==> src/rtl/seq_gen1.sv <==
// Serial bit-pattern generator.
// Captures a pattern, its length and a repetition count when start is accepted.
// Shifts the pattern out MSB-first on x, one bit per clock, qualified by x_valid.
// Repetitions are separated by GAP_CYC idle cycles. A one-cycle done pulse follows
// the final bit. All outputs come straight from flops.
module seq_gen1 #(
  parameter int PAT_W   = 8,
  parameter int LEN_W   = 4,
  parameter int CNT_W   = 4,
  parameter int GAP_CYC = 2
) (
  input  logic             clk,
  input  logic             reset,
  input  logic             start,
  input  logic [PAT_W-1:0] pattern,
  input  logic [LEN_W-1:0] len,
  input  logic [CNT_W-1:0] reps,
  input  logic             abort,
  output logic             x,
  output logic             x_valid,
  output logic             busy,
  output logic             done
);

  localparam int GAP_W = (GAP_CYC > 1) ? $clog2(GAP_CYC) : 1;
  localparam logic [GAP_W-1:0] GAP_LAST = (GAP_CYC > 0) ? GAP_W'(GAP_CYC - 1) : '0;
  localparam logic [LEN_W-1:0] LEN_MAX  = LEN_W'(PAT_W);

  typedef enum logic [1:0] {
    S_IDLE,
    S_SEND,
    S_GAP,
    S_DONE
  } state_e;

  state_e           state_q, state_d;
  logic [PAT_W-1:0] pat_q,   pat_d;
  logic [LEN_W-1:0] len_q,   len_d;
  logic [LEN_W-1:0] idx_q,   idx_d;
  logic [CNT_W-1:0] reps_q,  reps_d;
  logic [GAP_W-1:0] gap_q,   gap_d;
  logic             x_q,       x_d;
  logic             x_valid_q, x_valid_d;
  logic             busy_q,    busy_d;
  logic             done_q,    done_d;

  logic [LEN_W-1:0] len_eff;
  logic [CNT_W-1:0] reps_eff;

  // A length of zero or one beyond the pattern width means "send the whole pattern";
  // zero repetitions means one.
  always_comb begin
    len_eff  = ((len == '0) || (len > LEN_MAX)) ? LEN_MAX : len;
    reps_eff = (reps == '0) ? CNT_W'(1) : reps;
  end

  // State and datapath registers. Every flop is cleared by reset, so the block
  // restarts from IDLE with empty counters.
  // NOTE: sequential state uses non-blocking assignments so every flop samples
  // the values from before the edge, whatever the statement order.
  always_ff @(posedge clk or negedge reset) begin
    if (!reset) begin
      state_q <= S_IDLE;
      pat_q   <= '0;
      len_q   <= '0;
      idx_q   <= '0;
      reps_q  <= '0;
      gap_q   <= '0;
    end else begin
      state_q <= state_d;
      pat_q   <= pat_d;
      len_q   <= len_d;
      idx_q   <= idx_d;
      reps_q  <= reps_d;
      gap_q   <= gap_d;
    end
  end

  // Next-state logic. idx_q is the index of the bit currently on x.
  // reps_q is the number of repetitions still owed, including the current one.
  always_comb begin
    // NOTE: every signal assigned here gets a default first, so no path leaves
    // it unassigned and no latch is inferred.
    state_d = state_q;
    pat_d   = pat_q;
    len_d   = len_q;
    idx_d   = idx_q;
    reps_d  = reps_q;
    gap_d   = gap_q;

    if (abort && (state_q != S_IDLE)) begin
      state_d = S_IDLE;
      idx_d   = '0;
      reps_d  = '0;
      gap_d   = '0;
    end else begin
      unique case (state_q)
        S_IDLE: begin
          if (start) begin
            state_d = S_SEND;
            pat_d   = pattern;
            len_d   = len_eff;
            idx_d   = len_eff - 1'b1;
            reps_d  = reps_eff;
          end
        end
        S_SEND: begin
          if (idx_q != '0) begin
            idx_d = idx_q - 1'b1;
          end else begin
            if (reps_q != '0) reps_d = reps_q - 1'b1;
            if (reps_q > CNT_W'(1)) begin
              if (GAP_CYC > 0) begin
                state_d = S_GAP;
                gap_d   = GAP_LAST;
              end else begin
                idx_d = len_q - 1'b1;
              end
            end else begin
              state_d = S_DONE;
            end
          end
        end
        S_GAP: begin
          if (gap_q != '0) begin
            gap_d = gap_q - 1'b1;
          end else begin
            state_d = S_SEND;
            idx_d   = len_q - 1'b1;
          end
        end
        S_DONE: begin
          state_d = S_IDLE;
        end
        default: begin
          state_d = S_IDLE;
        end
      endcase
    end
  end

  // Output decode from the next state. The outputs are then registered, so
  // they line up with the state that is entered at the same edge.
  always_comb begin
    x_d       = (state_d == S_SEND) && |(pat_d & (PAT_W'(1) << idx_d));
    x_valid_d = (state_d == S_SEND);
    busy_d    = (state_d == S_SEND) || (state_d == S_GAP);
    done_d    = (state_d == S_DONE);
  end

  // Output registers. Reset clears them at once, without waiting for a clock.
  always_ff @(posedge clk or negedge reset) begin
    if (!reset) begin
      x_q       <= 1'b0;
      x_valid_q <= 1'b0;
      busy_q    <= 1'b0;
      done_q    <= 1'b0;
    end else begin
      x_q       <= x_d;
      x_valid_q <= x_valid_d;
      busy_q    <= busy_d;
      done_q    <= done_d;
    end
  end

  assign x       = x_q;
  assign x_valid = x_valid_q;
  assign busy    = busy_q;
  assign done    = done_q;

endmodule

==> config.mk <==
export PLATFORM = sky130hd
export DESIGN_NAME = seq_gen1
export DESIGN_NICKNAME = d
export VERILOG_FILES = /design/src/rtl/seq_gen1.sv
export SDC_FILE = /design/constraint.sdc
export NUM_CORES = 1
export LEC_CHECK = 0
export BUFFER_PORTS_ARGS = -buffer_cell sky130_fd_sc_hd__buf_2
export CAP_MARGIN = 20
export CORE_MARGIN = 8
export CORE_UTILIZATION = 25
export CTS_CLUSTER_DIAMETER = 100
export DETAILED_ROUTE_END_ITERATION = 10
export MAX_ROUTING_LAYER = met4
export PLACE_DENSITY_LB_ADDON = 0.1
export SLEW_MARGIN = 5
export SYNTH_ARGS = -nofsm -noshare
export SYNTH_HDL_FRONTEND = slang
export SYNTH_SLANG_ARGS = --single-unit
==> constraint.sdc <==
create_clock -name clk -period 2.2 [get_ports clk]
set_input_delay 0.11 -clock clk [delete_from_list [all_inputs] [get_ports clk]]
set_output_delay 0.11 -clock clk [all_outputs]
set_load 0.01 [all_outputs]
# After elaboration in Yosys (flattened, before gate mapping)
# Cells that the tools add are included.
# totals
reg_bits,27
latch_bits,0
mem_bits_rw,0
romBits,0
inputBits,20
output_inout_bits,4
elab_cells,72
n_memories,0
# classes
n_addsub,5
mul,0
n_div,0
magnitude_cmp,2
n_eq_ne,10
shifts,1
n_mux,26
bitwise,2
n_reduce_logical,16
# ops
op,count
two-way mux 4 bit,10
two-way mux 8 bit,3
subtractor 4 x 1 -> 4 bit (second input constant),4
!= test 3 bit (second input constant),4
case mux 4 bit (3 select lines),1
AND 8 bit,1
== test 2 bit (second input constant),4
zero test 4 bit,2
two-way mux 2 bit,4
case mux 2 bit (4 select lines),1
case mux 4 bit (2 select lines),1
nonzero test 4 bit,2
OR reduction 8 bit,1
<< shifter 1 x 4 -> 8 bit (first input constant),1
AND reduction 3 bit,2
nonzero test 3 bit,2
two-way mux 1 bit,5
== test 2 x 1 -> 1 bit (second input constant),2
greater-than comparator 4 x 1 -> 1 bit (second input constant),1
greater-than comparator 4 bit (second input constant),1
AND reduction 4 bit,1
logical AND 1 bit,2
zero test 2 bit,1
logical OR 1 bit,2
4 further kinds,4

# Logic depth before layout (Yosys ltp)
# Gate-level depths: netlist of run 1.
# depth
depth_word,11
depth_mapped,9
mapped_depth_nobuf,9

# Worst setup path before layout of run 1
# OpenSTA, ideal clock, no wires.
# synth_path
path_type,reg-to-reg
startpoint,register len_q[0]
endpoint,"register x_q, in the netlist x"
setup_ns,0.129
arrival_time_ns,2.177
t_required_ns,2.071
path_slack_ns,-0.106
path_stages_with_launch,9
n_path_buf,0
synth_period_minus_slack_ns,2.306
cell_sequence,dfrtp_1 > inv_1 > ha_1 > or4b_1 > o311a_1 > o22ai_4 > mux2i_1 > nor3_1 > o41a_1
# synth_via
elab_chain_len,8
# synth_rtl
item,line_no,source
from (decl),38,"logic [LEN_W-1:0] len_q, len_d;"
from (signal assigned),72,len_q <= len_d;
subtractor 4 x 1 -> 4 bit,129,idx_d = len_q - 1'b1;
two-way mux 4 bit,125,if (gap_q != '0) begin
case mux 4 bit (3 select lines),97,unique case (state_q)
two-way mux 4 bit,91,if (abort && (state_q != S_IDLE)) begin
via idx_d[1],39,"logic [LEN_W-1:0] idx_q, idx_d;"
<< shifter 1 x 4 -> 8 bit,145,x_d = (state_d == S_SEND) && |(pat_d & (PAT_W'(1) << idx_d));
AND 8 bit,145,
OR reduction 8 bit,145,
logical AND 1 bit,145,
via x_d,42,"logic x_q, x_d;"
to (signal assigned),154,x_q <= 1'b0;
to (signal assigned),159,x_q <= x_d;
to (decl),42,
# The timed path passes the listed nets, and every way through them passes these cells.
# A chain may end at the register's enable or synchronous reset.

# Worst setup path in the final report of run 1
# Same ends and word-level chain as after synthesis.

==> results.cfg, run 1 <==
[run_status]
status = finished, violations left
violations = setup timing

[global_routing]
grt_usage_pct = 9.16
antenna_found_initial = 0
grt_pass1_vias = 1415
grt_max_degree = 28
grt_remaining_overflow = 0
grt_pass1_wl_mm = 6.96

[die]
die_area_mm2 = 0.00939
io_pins = 24
std_cell_rows = 29
coreArea_mm2 = 0.00635
die_w_um = 96.9
die_h_um = 96.9
start_util_pct = 25.8

[yosys]
syn_area_per_cell_um2 = 10.3
synthCells = 159
synth-xor-area-share_pct = 1.61
synthSimpleGateAreaFrac_pct = 19.0
synth_edf_count = 0
async_flop_share_pct = 100
synthFlopType = dfrtp_1
synthAdderAreaFrac_pct = 5.36
yosys_register_bits = 27
synth_top_family_by_area = compound AO/OA/AOI/OAI gates
synth_mux_area_share_pct = 7.88
synth_cell_type_count = 44
synth-compound-area-share_pct = 19.2
yosys_warnings = 0
syn_nets = 186
yosysSeqAreaShare_pct = 41.3
syn_area_mm2 = 0.00164

[detailed_routing]
avgViaCountPerCell = 4.77
dr.pass1.iters = 4
routed.top_layer = met4
vias = 1364
wirelength_mm = 4.14
wl_met1_mm = 1.95
ant_nets = 0
wire_per_inst_um = 14.5
wl_met3_um = 174
drtIter0Drc = 46
drcViolationCount = 0
wl_met2_mm = 1.98

[pwr]
ir_worst_vdd_mv = 0.487
clockPowerShare_pct = 10.7
internal-power_mw = 1.75
p_per_area_mw_per_mm2 = 1430
power_frac_comb_pct = 60.5
total_power_mw = 2.96
p_leak_nw = 0.960
switching_share_pct = 41.0
sequentialPowerShare_pct = 28.8
p_switching_mw = 1.21

[placed_design]
dp_hpwl_mm = 3.26
numPortBuffers = 23
dp.cells = 281
routabilityCongestion = 0.802
placed_area_mm2 = 0.00201

[critical_path]
crit_arrival_ns = 2.55
critPathMaxFanout = 5
crit_required_ns = 2.37
critical-path-max-stage-delay_ns = 0.47
worst_path_max_delay_cell = or4b_1
cp-start-kind = flip-flop
end_kind = flip-flop
cp_cell_sequence = inv_1, ha_1, or4b_1, o311a_1, o22ai_4, mux2i_1, nor3_1, o41a_1
critPathKind = flip-flop to flip-flop
r2r_setup_slack_ns = -0.18

[sta]
max_freq_ghz = 0.420
period_minus_slack_ns = 2.38
hold_violations = 0
setup_viol = 1
fin_worst_skew_ns = 0.00262
grt_setup_unrepaired = yes
maxSlewViolCount = 0
relSlewSlack_pct = 57.1
fin_tns_setup_ns = -0.179
setup_ws_ns = -0.179
timing.hold.ws_ns = 0.0721
worstMarginPinSlew_ns = 0.644
fin_crit_sh_pct = 108

[clock_tree]
clk_latency_ns = 0.28
path_clk_slew_ns = 0.11
clk_path_buf_depth = 2
htreeDepth = 1
cts_sinks = 27
cts_made_buffers = 3
cts_tree = built
root_buffer = clkbuf_8
cts.repair.resized = 0

[cells_and_area]
nets = 237
final_common_cell = dfrtp_1
fill_cells = 656
drive_gt1_share_pct = 34.0
syn_to_final_growth_pct = 26.9
n_antenna_cell = 0
stdcell_area_mm2 = 0.00207
final_cell_mix = dfrtp_1 (27), buf_4 (26), buf_2 (23)
fin_cells = 286

[worst_hold_path]
hold_path_class = input pin to flip-flop

[run]
maxCapViolCount = 0
-- flip-flops by register name (all words and copies together), names as in the netlist --
name     cells
busy         1
done         1
gap_q        1
idx_q        4
len_q        4
pat_q        8
reps_q       4
state_q      2
x            1
x_valid      1
-- cells in the mapped netlist (2+ instances only) --
cell type	count	share of area, %
and2b_2	2	1.1
inv_1	12	2.8
nor2_1	11	2.5
mux2_2	7	4.8
a21oi_1	5	1.5
ha_1	7	5.4
nor2b_1	2	0.76
nand2b_1	5	1.9
xor2_1	2	1.1
mux2i_1	5	3.1
nor3_1	14	4.3
nand3_1	2	0.61
dfrtp_1	27	41
o21ai_0	15	4.6
clkbuf_8	2	1.7
or4b_1	2	1.2
o31ai_1	3	1.4
a22oi_1	2	0.92
nand2_1	9	2.1
-- per-stage QoR --
step,util (%),setup slack (ns)
after global placement,31.7,-0.145
after detailed placement,31.7,-0.205
after global routing,32.7,-0.278
after floorplan,-,-0.106
final,32.7,-0.179
after CTS,32.7,-0.213
-- per-layer routing --
layer	GRT usage, %	vias up
met4	2.13	0
met5	-	-
met1	11.0	670
li1	-	669
met3	2.70	2
met2	14.6	23
-- logic make-up (layout without fill, tap and decap cells) --
logic type | after synthesis | after routing
buf+inv | 17 | 67
fa+ha+maj | 7 | 7
compound gates | 38 | 38
mux | 12 | 12
simple gates | 55 | 55
xor+xnor | 3 | 3
flops | 27 | 27
-- layout make-up --
class / count / area (um2) / area share [%]
clock inverters: 1 / 8.76 / 0.422
repair buffers: 51 / 340 / 16.4
clock buffers: 3 / 41.3 / 1.99
flip-flops and latches: 27 / 676 / 32.6
inverters: 12 / 45.0 / 2.17
well taps: 77 / 96.3 / 4.64
multi-input cells: 115 / 867 / 41.8
-- power groups by stage --
stage / combinational [mW] / clock (mW) / sequential, mW
2_1_floorplan: 1.17 / 0 / 0.853
3_3_place_gp: 1.80 / 0 / 0.859
3_5_place_dp: 1.81 / 0 / 0.860
4_1_cts: 1.82 / 0.341 / 0.852
5_1_grt: 2.00 / 0.357 / 0.884
6_report: 1.79 / 0.316 / 0.853
-- what timing repair did --
item | CTS | global route
hold buffers | 1 | 0
hold endpoints to repair | 27 | 0
pin swaps | 0 | 1
buffers inserted | 0 | 0
setup endpoints to repair | 1 | 1
-- path summary, 6_finish.rpt --
check,from,end,cells past startpoint
max,len_q[0]$_DFFE_PN0P_,x$_DFF_PN0_,8
min reg2reg,pat_q[4]$_DFF_PN0_,pat_q[4]$_DFF_PN0_,1
max reg2reg,len_q[0]$_DFFE_PN0P_,x$_DFF_PN0_,8
max in group asynchronous,reset,idx_q[0]$_DFF_PN0_,2
min in group asynchronous,reset,gap_q$_DFFE_PN0P_,2
min,pattern[6],pat_q[6]$_DFF_PN0_,2
-- worst max-delay path: cells and delay by family (launching register included) --
kind | cells | cell delay [ns]
muxes | 1 | 0.21
and+or+nand+nor | 2 | 0.54
AOI/OAI and AO/OA | 3 | 0.82
adders and majority gates | 1 | 0.29
DFF | 1 | 0.36
buffers and inverters | 1 | 0.05
(Power assumes the default switching activity.)
==> run 2, diff against run 1 <==
- CORE_ASPECT_RATIO: default -> 0.7
- clock period: 2.2 -> 2.1 ns (I/O delays scaled with it)
==> run 2 against run 1 <==
Against the previous run: the run still ends with setup timing left; sequential share of layout area is 2.1 points lower; sequential power increased by 3.6%; count of clock-buffer cells in the layout unchanged; setup slack worse by 0.12 ns; clock skew decreased by 0.0011 ns; critical path depth did not move; register-to-register slack got worse by 0.12 ns; die area rose by 0.43%; via count up 1.2%; first-iteration DRC count decreased by 39%; critical path type unchanged; largest cell class unchanged.
==> results.cfg, run 2 (synthesized netlist as in run 1, its figures left out) <==
[run_status]
violations = setup timing
status = finished, violations left

[placed_design]
numPortBuffers = 23
dp_worst_setup_slack_ns = -0.373
dp_hpwl_mm = 3.42
dp.cells = 289
routabilityCongestion = 0.797
placed_area_mm2 = 0.00207

[die]
die_w_um = 113
die_area_mm2 = 0.00943
coreArea_mm2 = 0.00628
std_cell_rows = 24
io_pins = 24
start_util_pct = 26.1
die_h_um = 83.7

[run]
maxCapViolCount = 0

[cells_and_area]
largest-register = pat_q
final_cell_mix = buf_4 (36), dfrtp_1 (27), buf_2 (23)
largest_reg_flops = 8
nets = 248
drive_gt1_share_pct = 43.2
final_common_cell = buf_4
stdcell_area_mm2 = 0.00222
fill_cells = 631
n_antenna_cell = 0
syn_to_final_growth_pct = 35.7
utilization_pct = 35.4
fin_cells = 298

[critical_path]
critical-path-top-delay-family = compound AO/OA/AOI/OAI gates
crit_top_cell = buf_4
crit_arrival_ns = 2.56
r2r_setup_slack_ns = -0.30
cp_cell_sequence = buf_4, or3b_4, o21ai_0, buf_4, o311ai_4, inv_1, nor3_1, o41a_1
end_kind = flip-flop
startpoint = state_q[0]$_DFF_PN0_
critical-path-max-stage-delay_ns = 0.43
critPathBufInv = 3
critPathMaxFanout = 6
critPathKind = flip-flop to flip-flop
cp-start-kind = flip-flop
r2r-start = state_q[0]$_DFF_PN0_
worst_path_max_delay_cell = or3b_4
crit_required_ns = 2.26

[clock_tree]
cts_made_buffers = 3
clk_latency_ns = 0.27
cts_sinks = 27
path_clk_slew_ns = 0.10
htreeDepth = 1
clk_path_buf_depth = 2
root_buffer = clkbuf_8
cts_tree = built

[detailed_routing]
drcViolationCount = 0
wire_per_inst_um = 14.7
dr.pass1.iters = 4
ant_nets = 0
avgViaCountPerCell = 4.63
drtIter0Drc = 28
wirelength_mm = 4.38
vias = 1380

[sta]
fin_worst_skew_ns = 0.00150
setup_viol = 1
relSlewSlack_pct = 56.9
fin_crit_sh_pct = 114
maxSlewViolCount = 0
worstMarginPinSlew_ns = 0.647
setup_ws_ns = -0.297
max_freq_ghz = 0.417
hold_violations = 0
period_minus_slack_ns = 2.40
grt_setup_unrepaired = yes

[global_routing]
antenna_found_initial = 0
grt_usage_pct = 9.82
grt_pass1_wl_mm = 7.31
grt_pass1_vias = 1399
grt_remaining_overflow = 0
grt_max_degree = 28

[worst_hold_path]
holdCritStartpoint = pattern[3]
hold_path_class = input pin to flip-flop

[pwr]
ir_worst_vdd_mv = 0.400
total_power_mw = 3.39
p_per_area_mw_per_mm2 = 1530
p_leak_nw = 1.03
==> run 2: cell types whose count changed in the layout (fill, tap and decap cells not counted), moves of 2 or more <==
cell,before,now
o21ai_0,15,9
buf_4,26,36
o31ai_1,3,0
o31ai_2,0,3
o21ai_1,0,4
o21ai_2,0,2
ha_2,0,2
ha_1,7,5
==> run 2: final cells by class <==
type	instances	area, um2	share of cell area [%]
Tap cell	78	97.6	4.40
Sequential cell	27	676	30.4
Timing Repair Buffer	62	427	19.2
Clock inverter	1	5.00	0.225
Clock buffer	3	41.3	1.86
Multi-Input combinational cell	115	928	41.8
Inverter	12	45.0	2.03
==> run 2: path summary, 6_finish.rpt <==
| kind | to | depth (start not counted) |
|---|---|---|
| max in group asynchronous | idx_q[1]$_DFF_PN0_ | 2 |
| max reg2reg | x$_DFF_PN0_ | 8 |
| min | pat_q[3]$_DFF_PN0_ | 2 |
| min in group asynchronous | len_q[1]$_DFFE_PN0P_ | 2 |
| max | x$_DFF_PN0_ | 8 |
| min reg2reg | pat_q[1]$_DFF_PN0_ | 1 |
==> run 2: stage by stage <==
step           hold WS [ns]  TNS [ns]
2_1_floorplan        -0.191    -0.206
6_report             0.0729    -0.297
3_3_place_gp          0.165    -0.364
4_1_cts              0.0686    -0.331
5_1_grt              0.0673    -0.701
3_5_place_dp          0.181    -0.373
==> run 2: per-layer routing <==
| metal | global-route usage (%) | vias up | share of wire, % |
|---|---|---|---|
| met5 | - | - | 0 |
| met4 | 1.34 | 0 | 0.62 |
| met3 | 2.17 | 4 | 2.8 |
| met2 | 13.8 | 27 | 42 |
| met1 | 14.2 | 656 | 54 |
| li1 | - | 693 | - |
==> run 2: where the power goes <==
part | internal [mW] | switching, mW | total, mW
logic | 1.13 | 1.07 | 2.21
registers | 0.750 | 0.134 | 0.884
clock network | 0.133 | 0.173 | 0.306
total | 2.02 | 1.38 | 3.39
==> run 2: repair_timing <==
item / 4_1_cts / 5_1_grt
setup buffers: 2 / 2
endpoints found under the hold margin: 27 / 0
gates cloned: 0 / 0
resized for setup: 1 / 19
pin swaps: 1 / 4
setup endpoints to repair: 2 / 9
hold buffers: 1 / 0
